[src/rtl/mcb_pkg.sv]
// Shared types and helpers for the MCB line-transfer engine.
package mcb_pkg;

  localparam logic [2:0] MCB_INSTR_WR = 3'b000;
  localparam logic [2:0] MCB_INSTR_RD = 3'b001;

  typedef enum logic [2:0] {
    IDLE,
    WFILL,
    WCMD,
    WDRAIN,
    RCMD,
    RXFER,
    DONE
  } state_t;

  function automatic int clog2(input int v);
    int r;
    r = 0;
    for (int i = 0; i < 31; i++) begin
      if ((1 << i) < v) r = i + 1;
    end
    return r;
  endfunction

endpackage

[src/rtl/mcb_line_xfer_if.sv]
// Line-buffer port plus one MCB user port (cmd, write FIFO, read FIFO).
interface mcb_line_xfer_if #(
  parameter int DATA_W      = 128,
  parameter int BYTE_ADDR_W = 30,
  parameter int BUF_AW      = 4
);
  logic [BUF_AW-1:0]      buf_addr;
  logic                   buf_en;
  logic                   buf_we;
  logic [DATA_W-1:0]      buf_wdata;
  logic [DATA_W-1:0]      buf_rdata;
  logic                   cmd_en;
  logic [2:0]             cmd_instr;
  logic [5:0]             cmd_bl;
  logic [BYTE_ADDR_W-1:0] cmd_byte_addr;
  logic                   cmd_full;
  logic                   mcb_wr_en;
  logic [DATA_W-1:0]      mcb_wr_data;
  logic [DATA_W/8-1:0]    mcb_wr_mask;
  logic                   mcb_wr_empty;
  logic                   mcb_rd_en;
  logic [DATA_W-1:0]      mcb_rd_data;
  logic                   mcb_rd_empty;

  modport master (
    output buf_addr, buf_en, buf_we, buf_wdata,
    input  buf_rdata,
    output cmd_en, cmd_instr, cmd_bl, cmd_byte_addr,
    input  cmd_full,
    output mcb_wr_en, mcb_wr_data, mcb_wr_mask,
    input  mcb_wr_empty,
    output mcb_rd_en,
    input  mcb_rd_data, mcb_rd_empty
  );

  modport slave (
    input  buf_addr, buf_en, buf_we, buf_wdata,
    output buf_rdata,
    input  cmd_en, cmd_instr, cmd_bl, cmd_byte_addr,
    output cmd_full,
    input  mcb_wr_en, mcb_wr_data, mcb_wr_mask,
    output mcb_wr_empty,
    input  mcb_rd_en,
    output mcb_rd_data, mcb_rd_empty
  );
endinterface

[src/rtl/sync2.sv]
// Two-flop level synchroniser for the asynchronous request lines.
module sync2 (
  input  logic clk,
  input  logic reset,
  input  logic d,
  output logic q
);
  logic meta_reg;
  logic sync_reg;

  always_ff @(posedge clk or posedge reset) begin
    if (reset) begin
      meta_reg <= 1'b0;
      sync_reg <= 1'b0;
    end else begin
      meta_reg <= d;
      sync_reg <= meta_reg;
    end
  end

  assign q = sync_reg;
endmodule

[src/rtl/mcb_line_xfer.sv]
// Moves whole cache lines between a dual-port line buffer and one MCB user port,
// with 4-phase req/busy handshakes, a read timeout and a sticky error flag.
module mcb_line_xfer
  import mcb_pkg::*;
#(
  parameter int DATA_W      = 128,
  parameter int BURST_LEN   = 16,
  parameter int LINE_ADDR_W = 16,
  parameter int BYTE_ADDR_W = 30,
  parameter int TIMEOUT     = 1024
) (
  input  logic                   clk,
  input  logic                   reset,
  input  logic                   calib_done,
  input  logic                   wr_req,
  input  logic                   rd_req,
  input  logic [LINE_ADDR_W-1:0] waddr,
  input  logic [LINE_ADDR_W-1:0] raddr,
  output logic                   wr_busy,
  output logic                   rd_busy,
  output logic                   err,
  mcb_line_xfer_if.master        bus
);
  localparam int BEAT_W  = clog2(BURST_LEN);
  localparam int LB_LOG2 = clog2(BURST_LEN * DATA_W / 8);
  localparam int TO_W    = clog2(TIMEOUT + 1);
  localparam logic [BEAT_W-1:0] LAST_BEAT = BEAT_W'(BURST_LEN - 1);
  localparam logic [TO_W-1:0]   TO_LAST   = TO_W'(TIMEOUT - 1);

  state_t                 state_reg, state_next;
  logic [BEAT_W-1:0]      beat_reg, beat_next;
  logic [TO_W-1:0]        to_reg, to_next;
  logic                   push_reg, push_next;
  logic                   wr_busy_reg, wr_busy_next;
  logic                   rd_busy_reg, rd_busy_next;
  logic                   err_reg, err_next;
  logic [2:0]             instr_reg, instr_next;
  logic [BYTE_ADDR_W-1:0] addr_reg, addr_next;

  logic                   wr_s, rd_s, wr_ok, rd_ok, pop;
  logic                   buf_en_c, buf_we_c, cmd_en_c;
  logic [BEAT_W-1:0]      buf_addr_c;
  logic [DATA_W-1:0]      buf_wdata_c;

  sync2 u_wr_sync (.clk(clk), .reset(reset), .d(wr_req), .q(wr_s));
  sync2 u_rd_sync (.clk(clk), .reset(reset), .d(rd_req), .q(rd_s));

  // A write also needs an empty write FIFO so its BURST_LEN pushes always fit.
  assign wr_ok = wr_s & ~wr_busy_reg & calib_done & bus.mcb_wr_empty & ~bus.cmd_full;
  assign rd_ok = rd_s & ~rd_busy_reg & calib_done & ~bus.cmd_full;
  assign pop   = (state_reg == RXFER) & ~bus.mcb_rd_empty;

  always_ff @(posedge clk or posedge reset) begin
    if (reset) begin
      state_reg   <= IDLE;
      beat_reg    <= '0;
      to_reg      <= '0;
      push_reg    <= 1'b0;
      wr_busy_reg <= 1'b0;
      rd_busy_reg <= 1'b0;
      err_reg     <= 1'b0;
      instr_reg   <= '0;
      addr_reg    <= '0;
    end else begin
      state_reg   <= state_next;
      beat_reg    <= beat_next;
      to_reg      <= to_next;
      push_reg    <= push_next;
      wr_busy_reg <= wr_busy_next;
      rd_busy_reg <= rd_busy_next;
      err_reg     <= err_next;
      instr_reg   <= instr_next;
      addr_reg    <= addr_next;
    end
  end

  always_comb begin
    state_next   = state_reg;
    beat_next    = beat_reg;
    to_next      = to_reg;
    push_next    = 1'b0;
    wr_busy_next = wr_busy_reg;
    rd_busy_next = rd_busy_reg;
    err_next     = err_reg;
    instr_next   = instr_reg;
    addr_next    = addr_reg;
    buf_en_c     = 1'b0;
    buf_we_c     = 1'b0;
    buf_addr_c   = '0;
    buf_wdata_c  = '0;
    cmd_en_c     = 1'b0;

    case (state_reg)
      IDLE: begin
        if (wr_ok) begin
          state_next   = WFILL;
          wr_busy_next = 1'b1;
          instr_next   = MCB_INSTR_WR;
          addr_next    = BYTE_ADDR_W'(waddr) << LB_LOG2;
          beat_next    = '0;
        end else if (rd_ok) begin
          state_next   = RCMD;
          rd_busy_next = 1'b1;
          instr_next   = MCB_INSTR_RD;
          addr_next    = BYTE_ADDR_W'(raddr) << LB_LOG2;
          beat_next    = '0;
        end
      end
      WFILL: begin
        buf_en_c   = 1'b1;
        buf_addr_c = beat_reg;
        push_next  = 1'b1;
        if (beat_reg == LAST_BEAT) begin
          beat_next  = '0;
          state_next = WCMD;
        end else begin
          beat_next = beat_reg + BEAT_W'(1);
        end
      end
      WCMD: begin
        // First cycle here still carries the last push; command goes out after it.
        if (!push_reg) begin
          cmd_en_c   = 1'b1;
          state_next = WDRAIN;
        end
      end
      WDRAIN: begin
        if (bus.mcb_wr_empty) state_next = DONE;
      end
      RCMD: begin
        cmd_en_c   = 1'b1;
        to_next    = '0;
        state_next = RXFER;
      end
      RXFER: begin
        if (pop) begin
          buf_en_c    = 1'b1;
          buf_we_c    = 1'b1;
          buf_addr_c  = beat_reg;
          buf_wdata_c = bus.mcb_rd_data;
          to_next     = '0;
          if (beat_reg == LAST_BEAT) begin
            beat_next  = '0;
            state_next = DONE;
          end else begin
            beat_next = beat_reg + BEAT_W'(1);
          end
        end else if (to_reg == TO_LAST) begin
          err_next   = 1'b1;
          beat_next  = '0;
          state_next = DONE;
        end else begin
          to_next = to_reg + TO_W'(1);
        end
      end
      DONE: begin
        if ((wr_busy_reg & ~wr_s) | (rd_busy_reg & ~rd_s)) begin
          wr_busy_next = 1'b0;
          rd_busy_next = 1'b0;
          state_next   = IDLE;
        end
      end
      default: state_next = IDLE;
    endcase
  end

  assign wr_busy           = wr_busy_reg;
  assign rd_busy           = rd_busy_reg;
  assign err               = err_reg;
  assign bus.buf_en        = buf_en_c;
  assign bus.buf_we        = buf_we_c;
  assign bus.buf_addr      = buf_addr_c;
  assign bus.buf_wdata     = buf_wdata_c;
  assign bus.cmd_en        = cmd_en_c;
  assign bus.cmd_instr     = instr_reg;
  assign bus.cmd_bl        = 6'(BURST_LEN - 1);
  assign bus.cmd_byte_addr = addr_reg;
  assign bus.mcb_wr_en     = push_reg;
  assign bus.mcb_wr_data   = push_reg ? bus.buf_rdata : '0;
  assign bus.mcb_wr_mask   = '0;
  assign bus.mcb_rd_en     = pop;
endmodule

[src/flat_wrapper.sv]
// flat-port wrapper written by rule: the top's interface ports become plain ports
module mcb_line_xfer_flat import mcb_pkg::*;
#(
  parameter int DATA_W      = 128,
  parameter int BURST_LEN   = 16,
  parameter int LINE_ADDR_W = 16,
  parameter int BYTE_ADDR_W = 30,
  parameter int TIMEOUT     = 1024
)
  (clk, reset, calib_done, wr_req, rd_req, waddr, raddr, wr_busy, rd_busy, err, bus_buf_addr, bus_buf_en, bus_buf_we, bus_buf_wdata, bus_buf_rdata, bus_cmd_en, bus_cmd_instr, bus_cmd_bl, bus_cmd_byte_addr, bus_cmd_full, bus_mcb_wr_en, bus_mcb_wr_data, bus_mcb_wr_mask, bus_mcb_wr_empty, bus_mcb_rd_en, bus_mcb_rd_data, bus_mcb_rd_empty);
  mcb_line_xfer_if #(.DATA_W(DATA_W), .BYTE_ADDR_W(BYTE_ADDR_W), .BUF_AW(4)) bus_i ();
  input  logic clk;
  input  logic reset;
  input  logic calib_done;
  input  logic wr_req;
  input  logic rd_req;
  input  logic [LINE_ADDR_W-1:0] waddr;
  input  logic [LINE_ADDR_W-1:0] raddr;
  output logic wr_busy;
  output logic rd_busy;
  output logic err;
  output wire logic [$bits(bus_i.buf_addr)-1:0] bus_buf_addr;
  output wire logic [$bits(bus_i.buf_en)-1:0] bus_buf_en;
  output wire logic [$bits(bus_i.buf_we)-1:0] bus_buf_we;
  output wire logic [$bits(bus_i.buf_wdata)-1:0] bus_buf_wdata;
  input wire logic [$bits(bus_i.buf_rdata)-1:0] bus_buf_rdata;
  output wire logic [$bits(bus_i.cmd_en)-1:0] bus_cmd_en;
  output wire logic [$bits(bus_i.cmd_instr)-1:0] bus_cmd_instr;
  output wire logic [$bits(bus_i.cmd_bl)-1:0] bus_cmd_bl;
  output wire logic [$bits(bus_i.cmd_byte_addr)-1:0] bus_cmd_byte_addr;
  input wire logic [$bits(bus_i.cmd_full)-1:0] bus_cmd_full;
  output wire logic [$bits(bus_i.mcb_wr_en)-1:0] bus_mcb_wr_en;
  output wire logic [$bits(bus_i.mcb_wr_data)-1:0] bus_mcb_wr_data;
  output wire logic [$bits(bus_i.mcb_wr_mask)-1:0] bus_mcb_wr_mask;
  input wire logic [$bits(bus_i.mcb_wr_empty)-1:0] bus_mcb_wr_empty;
  output wire logic [$bits(bus_i.mcb_rd_en)-1:0] bus_mcb_rd_en;
  input wire logic [$bits(bus_i.mcb_rd_data)-1:0] bus_mcb_rd_data;
  input wire logic [$bits(bus_i.mcb_rd_empty)-1:0] bus_mcb_rd_empty;
  assign bus_buf_addr = bus_i.buf_addr;
  assign bus_buf_en = bus_i.buf_en;
  assign bus_buf_we = bus_i.buf_we;
  assign bus_buf_wdata = bus_i.buf_wdata;
  assign bus_i.buf_rdata = bus_buf_rdata;
  assign bus_cmd_en = bus_i.cmd_en;
  assign bus_cmd_instr = bus_i.cmd_instr;
  assign bus_cmd_bl = bus_i.cmd_bl;
  assign bus_cmd_byte_addr = bus_i.cmd_byte_addr;
  assign bus_i.cmd_full = bus_cmd_full;
  assign bus_mcb_wr_en = bus_i.mcb_wr_en;
  assign bus_mcb_wr_data = bus_i.mcb_wr_data;
  assign bus_mcb_wr_mask = bus_i.mcb_wr_mask;
  assign bus_i.mcb_wr_empty = bus_mcb_wr_empty;
  assign bus_mcb_rd_en = bus_i.mcb_rd_en;
  assign bus_i.mcb_rd_data = bus_mcb_rd_data;
  assign bus_i.mcb_rd_empty = bus_mcb_rd_empty;
  mcb_line_xfer #(.DATA_W(DATA_W), .BURST_LEN(BURST_LEN), .LINE_ADDR_W(LINE_ADDR_W), .BYTE_ADDR_W(BYTE_ADDR_W), .TIMEOUT(TIMEOUT)) u_core (.clk(clk), .reset(reset), .calib_done(calib_done), .wr_req(wr_req), .rd_req(rd_req), .waddr(waddr), .raddr(raddr), .wr_busy(wr_busy), .rd_busy(rd_busy), .err(err), .bus(bus_i));
endmodule
[config.mk]
export PLATFORM = sky130hd
export DESIGN_NAME = mcb_line_xfer_flat
export DESIGN_NICKNAME = d
export VERILOG_FILES = /design/src/rtl/mcb_pkg.sv /design/src/rtl/mcb_line_xfer_if.sv /design/src/rtl/sync2.sv /design/src/rtl/mcb_line_xfer.sv /design/src/flat_wrapper.sv
export SDC_FILE = /design/constraint.sdc
export NUM_CORES = 1
export LEC_CHECK = 0
export ABC_AREA = 0
export BUFFER_PORTS_ARGS = -buffer_cell sky130_fd_sc_hd__buf_2
export CAP_MARGIN = 25
export CORE_AREA = 2 2 240 242
export CTS_BUF_LIST = sky130_fd_sc_hd__clkbuf_16
export DETAILED_ROUTE_END_ITERATION = 16
export DIE_AREA = 0 0 242 244
export GPL_ROUTABILITY_DRIVEN = 0
export PLACE_DENSITY = 0.3
export RECOVER_POWER = 100
export SLEW_MARGIN = 25
export SYNTH_ARGS = -nofsm -noshare
export SYNTH_HDL_FRONTEND = slang
export SYNTH_SLANG_ARGS = --single-unit
[constraint.sdc]
create_clock -name clk -period 1.65 [get_ports clk]
set_input_delay 0.33 -clock clk [delete_from_list [all_inputs] [get_ports clk]]
set_output_delay 0.33 -clock clk [all_outputs]
set_load 0.005 [all_outputs]
==> impl_metrics.csv <==
group,metric,value,unit
cts,cts-root-buf,"clkbuf_16",
die,dieArea,59050,um^2
timing,fin_skew,0.01415,ns
timing,hold_viol_final,0,
yosys,postSynth.asyncResetShare,1.000,
critical_path,rr_worst_depth,7,
route,ant_nets,0,
die,initial_core_util,0.07600,
worst_hold_path,hold_path_depth,1,
cts,htreeDepth,2,
yosys,synth_cell_type_count,50,
place,dp.final_hpwl,32860,um
timing,maxSlewHeadroom,0.1761,
outcome,violations,"setup timing",
critical_path,r2r_end,"u_core.bus.cmd_byte_addr[19]",
timing,setup_viol,290,
route,routedWlPerCell,21.00,um
route,vias_per_cell,3.295,
critical_path,cp_data_arrival_time,1.73,ns
timing,finalCritPeriodShare,1.251,
yosys,synthCells,578,
cts,clock_latency,0.31,ns
route,first_iter_violations,166,
power_and_ir_drop,powerDensity,952.9,nW/um^2
yosys,synth_top_area_frac,0.3766,
power_and_ir_drop,leakagePower,0.005842,uW
route,wl,41860,um
place,port_buffers,580,
critical_path,r2r_setup_slack,-0.20,ns
yosys,ys_ff_latch,43,
worst_hold_path,hp-class,"primary input to flop",
cts,ctsHoldBuffers,0,
yosys,synth_area_leaders,"and2_1 (38%), dfrtp_1 (25%), buf_4 (6.9%)",
global_routing,grtUsageTotal,0.1313,
worst_hold_path,hp-start,"rd_req",
yosys,synth_edf_count,0,
route,drc_errors,0,
timing,fmax,484.5,MHz
global_routing,globalRoute.totalOverflow,0,
timing,slew_viol_final,0,
power_and_ir_drop,p_total,10780,uW
layout,synthToLayoutAreaGrowth,165.1,%
die,dieWidth,242,um
cts,cts_tree,"built",
global_routing,grt_pass1_vias,6787,
global_routing,grt_max_degree,44,
power_and_ir_drop,ir_drop,422.2,uV
critical_path,path_max_fanout,7,
critical_path,cp.required,1.32,ns
cts,clockBufferDepth,2,
timing,setup_slack,-0.4140,ns
critical_path,critical_path_class,"flop to output port",
yosys,ys.flop_type,"dfrtp_1",
layout,drive_gt1_frac,0.7429,
yosys,ys.warnings.count,0,
worst_hold_path,whs_endpoint,"u_core.u_rd_sync.meta_reg",
yosys,synth_area,4269,um^2
route,vias,6567,
die,row_count,87,
timing,finalCriticalPeriod,2.064,ns
layout,nNetsFinal,1530,
layout,post-route-util,0.2015,
cts,path_clk_slew,0.08,ns
cts,clock_sinks,43,
yosys,yosysTopAreaCell,"and2_1",
cts,cts_buffers,5,
die,io_pins,619,
yosys,avgSynthCellArea,7.386,um^2
critical_path,worstSetupEndpointType,"output port",
critical_path,startpoint_type,"flop",
yosys,synthTopCellsByCount,"and2_1 (257), nand2_1 (45), dfrtp_1 (43), buf_4 (39), clkbuf_1 (32)",
die,fp.coreArea,56170,um^2
die,die_y,244,um
global_routing,antenna_found_initial,12,
timing,rsz0062_at_grt,"true",
run,drv_cap,0,
yosys,synth.most_common_cell,"and2_1",
route,first_pass_iters,4,
global_routing,grt_pass1_wl,54900,um
critical_path,r2r-start,"u_core.state_reg[1]",
outcome,status,"finished, violations left",
timing,tightestPinTransition,1.236,ns
yosys,ys_seq_area_frac,0.2521,
layout,fillers,6341,
layout,largest_reg_flops,16,
[worst max-delay path by stage]
stage	start	end	slack [ns]	cells after the start
finish	u_core.state_reg[2]	bus_buf_wdata[82]	-0.41	7
detailed placement	bus_cmd_full	u_core.beat_reg[2]	-0.28	6
global route	u_core.state_reg[1]	bus_buf_wdata[82]	-0.51	7
global placement	bus_cmd_full	u_core.beat_reg[2]	-0.33	6
floorplan	u_core.wr_busy	u_core.beat_reg[2]	-0.14	5
CTS	u_core.state_reg[1]	bus_buf_wdata[87]	-0.49	7
[through the flow]
stage	TNS (ns)	hold WS, ns	setup slack (ns)	area [um^2]	instances
after detailed placement	-12.94	0.3386	-0.2796	8456	1937
final	-69.53	0.1259	-0.4140	11320	1993
after floorplan	-0.6165	0.3312	-0.1430	4443	614
after global routing	-91.20	0.1158	-0.5116	11310	1990
after CTS	-97.94	0.04500	-0.4897	10490	1985
after global placement	-12.07	0.3342	-0.3267	8456	1937
[worst max-delay path, cell delays in order, from the launching register on]
cell	delay, ns
dfrtp_1	0.40
inv_2	0.07
nor3_4	0.21
buf_12	0.16
buf_16	0.16
clkbuf_16	0.16
and2_1	0.11
buf_2	0.12
[layer usage]
metal | track usage | share of wire
met1 | 0.1571 | 0.41
met2 | 0.2346 | 0.51
met3 | 0.02678 | 0.054
met4 | 0.04103 | 0.029
met5 | 0 | 0
[cell type report]
| type | instances | area, um^2 | share of cell area |
|---|---|---|---|
| clock buffer | 5 | 125.1 | 0.01106 |
| timing repair buffer | 690 | 5619 | 0.4965 |
| sequential | 43 | 1081 | 0.09552 |
| multi-input combinational | 483 | 3477 | 0.3072 |
| tap | 756 | 945.9 | 0.08358 |
| inverter | 9 | 33.78 | 0.002985 |
| antenna | 4 | 10.01 | 0.0008845 |
| clock inverter | 3 | 25.02 | 0.002211 |
[layout by cell type (no fill, tap or decap), drive strengths merged, types with 3 or more instances in the layout]
cell type / synthesis / layout
a2111o: 3 / 3
a211oi: 3 / 3
a21oi: 13 / 13
a31oi: 16 / 16
and2: 257 / 257
and3: 6 / 6
buf: 47 / 679
clkbuf: 32 / 14
clkinv: 0 / 3
conb: 2 / 38
dfrtp: 43 / 43
diode: 0 / 4
inv: 9 / 8
mux2i: 4 / 4
nand2: 45 / 45
nand2b: 7 / 7
nand3: 5 / 5
nand4: 6 / 6
nor2: 30 / 30
nor3: 5 / 5
o21ai: 8 / 8
o41ai: 3 / 3
or3: 4 / 4
[kinds of logic after synthesis]
family	synth area share
fa+ha+maj	0.005861
other cells	0.001759
flops	0.2521
xor+xnor	0.002052
simple gates	0.5123
buf+inv	0.1140
mux	0.01202
compound gates	0.09995
[report_power, final]
| part | internal [uW] | switching [uW] | total (uW) |
|---|---|---|---|
| registers | 1420 | 244 | 1670 |
| clock network | 568 | 514 | 1080 |
| logic | 4590 | 3450 | 8030 |
| total | 6580 | 4200 | 10800 |
[what timing repair did]
| item | 4_1_cts | 5_1_grt |
|---|---|---|
| cloned | 23 | 8 |
| setup buffers | 18 | 12 |
| gates resized for setup | 296 | 205 |
| endpoints found under the setup margin | 292 | 300 |
| pin swaps | 27 | 59 |
| hold endpoints to repair | 0 | 0 |
(Power assumes the default switching activity.)
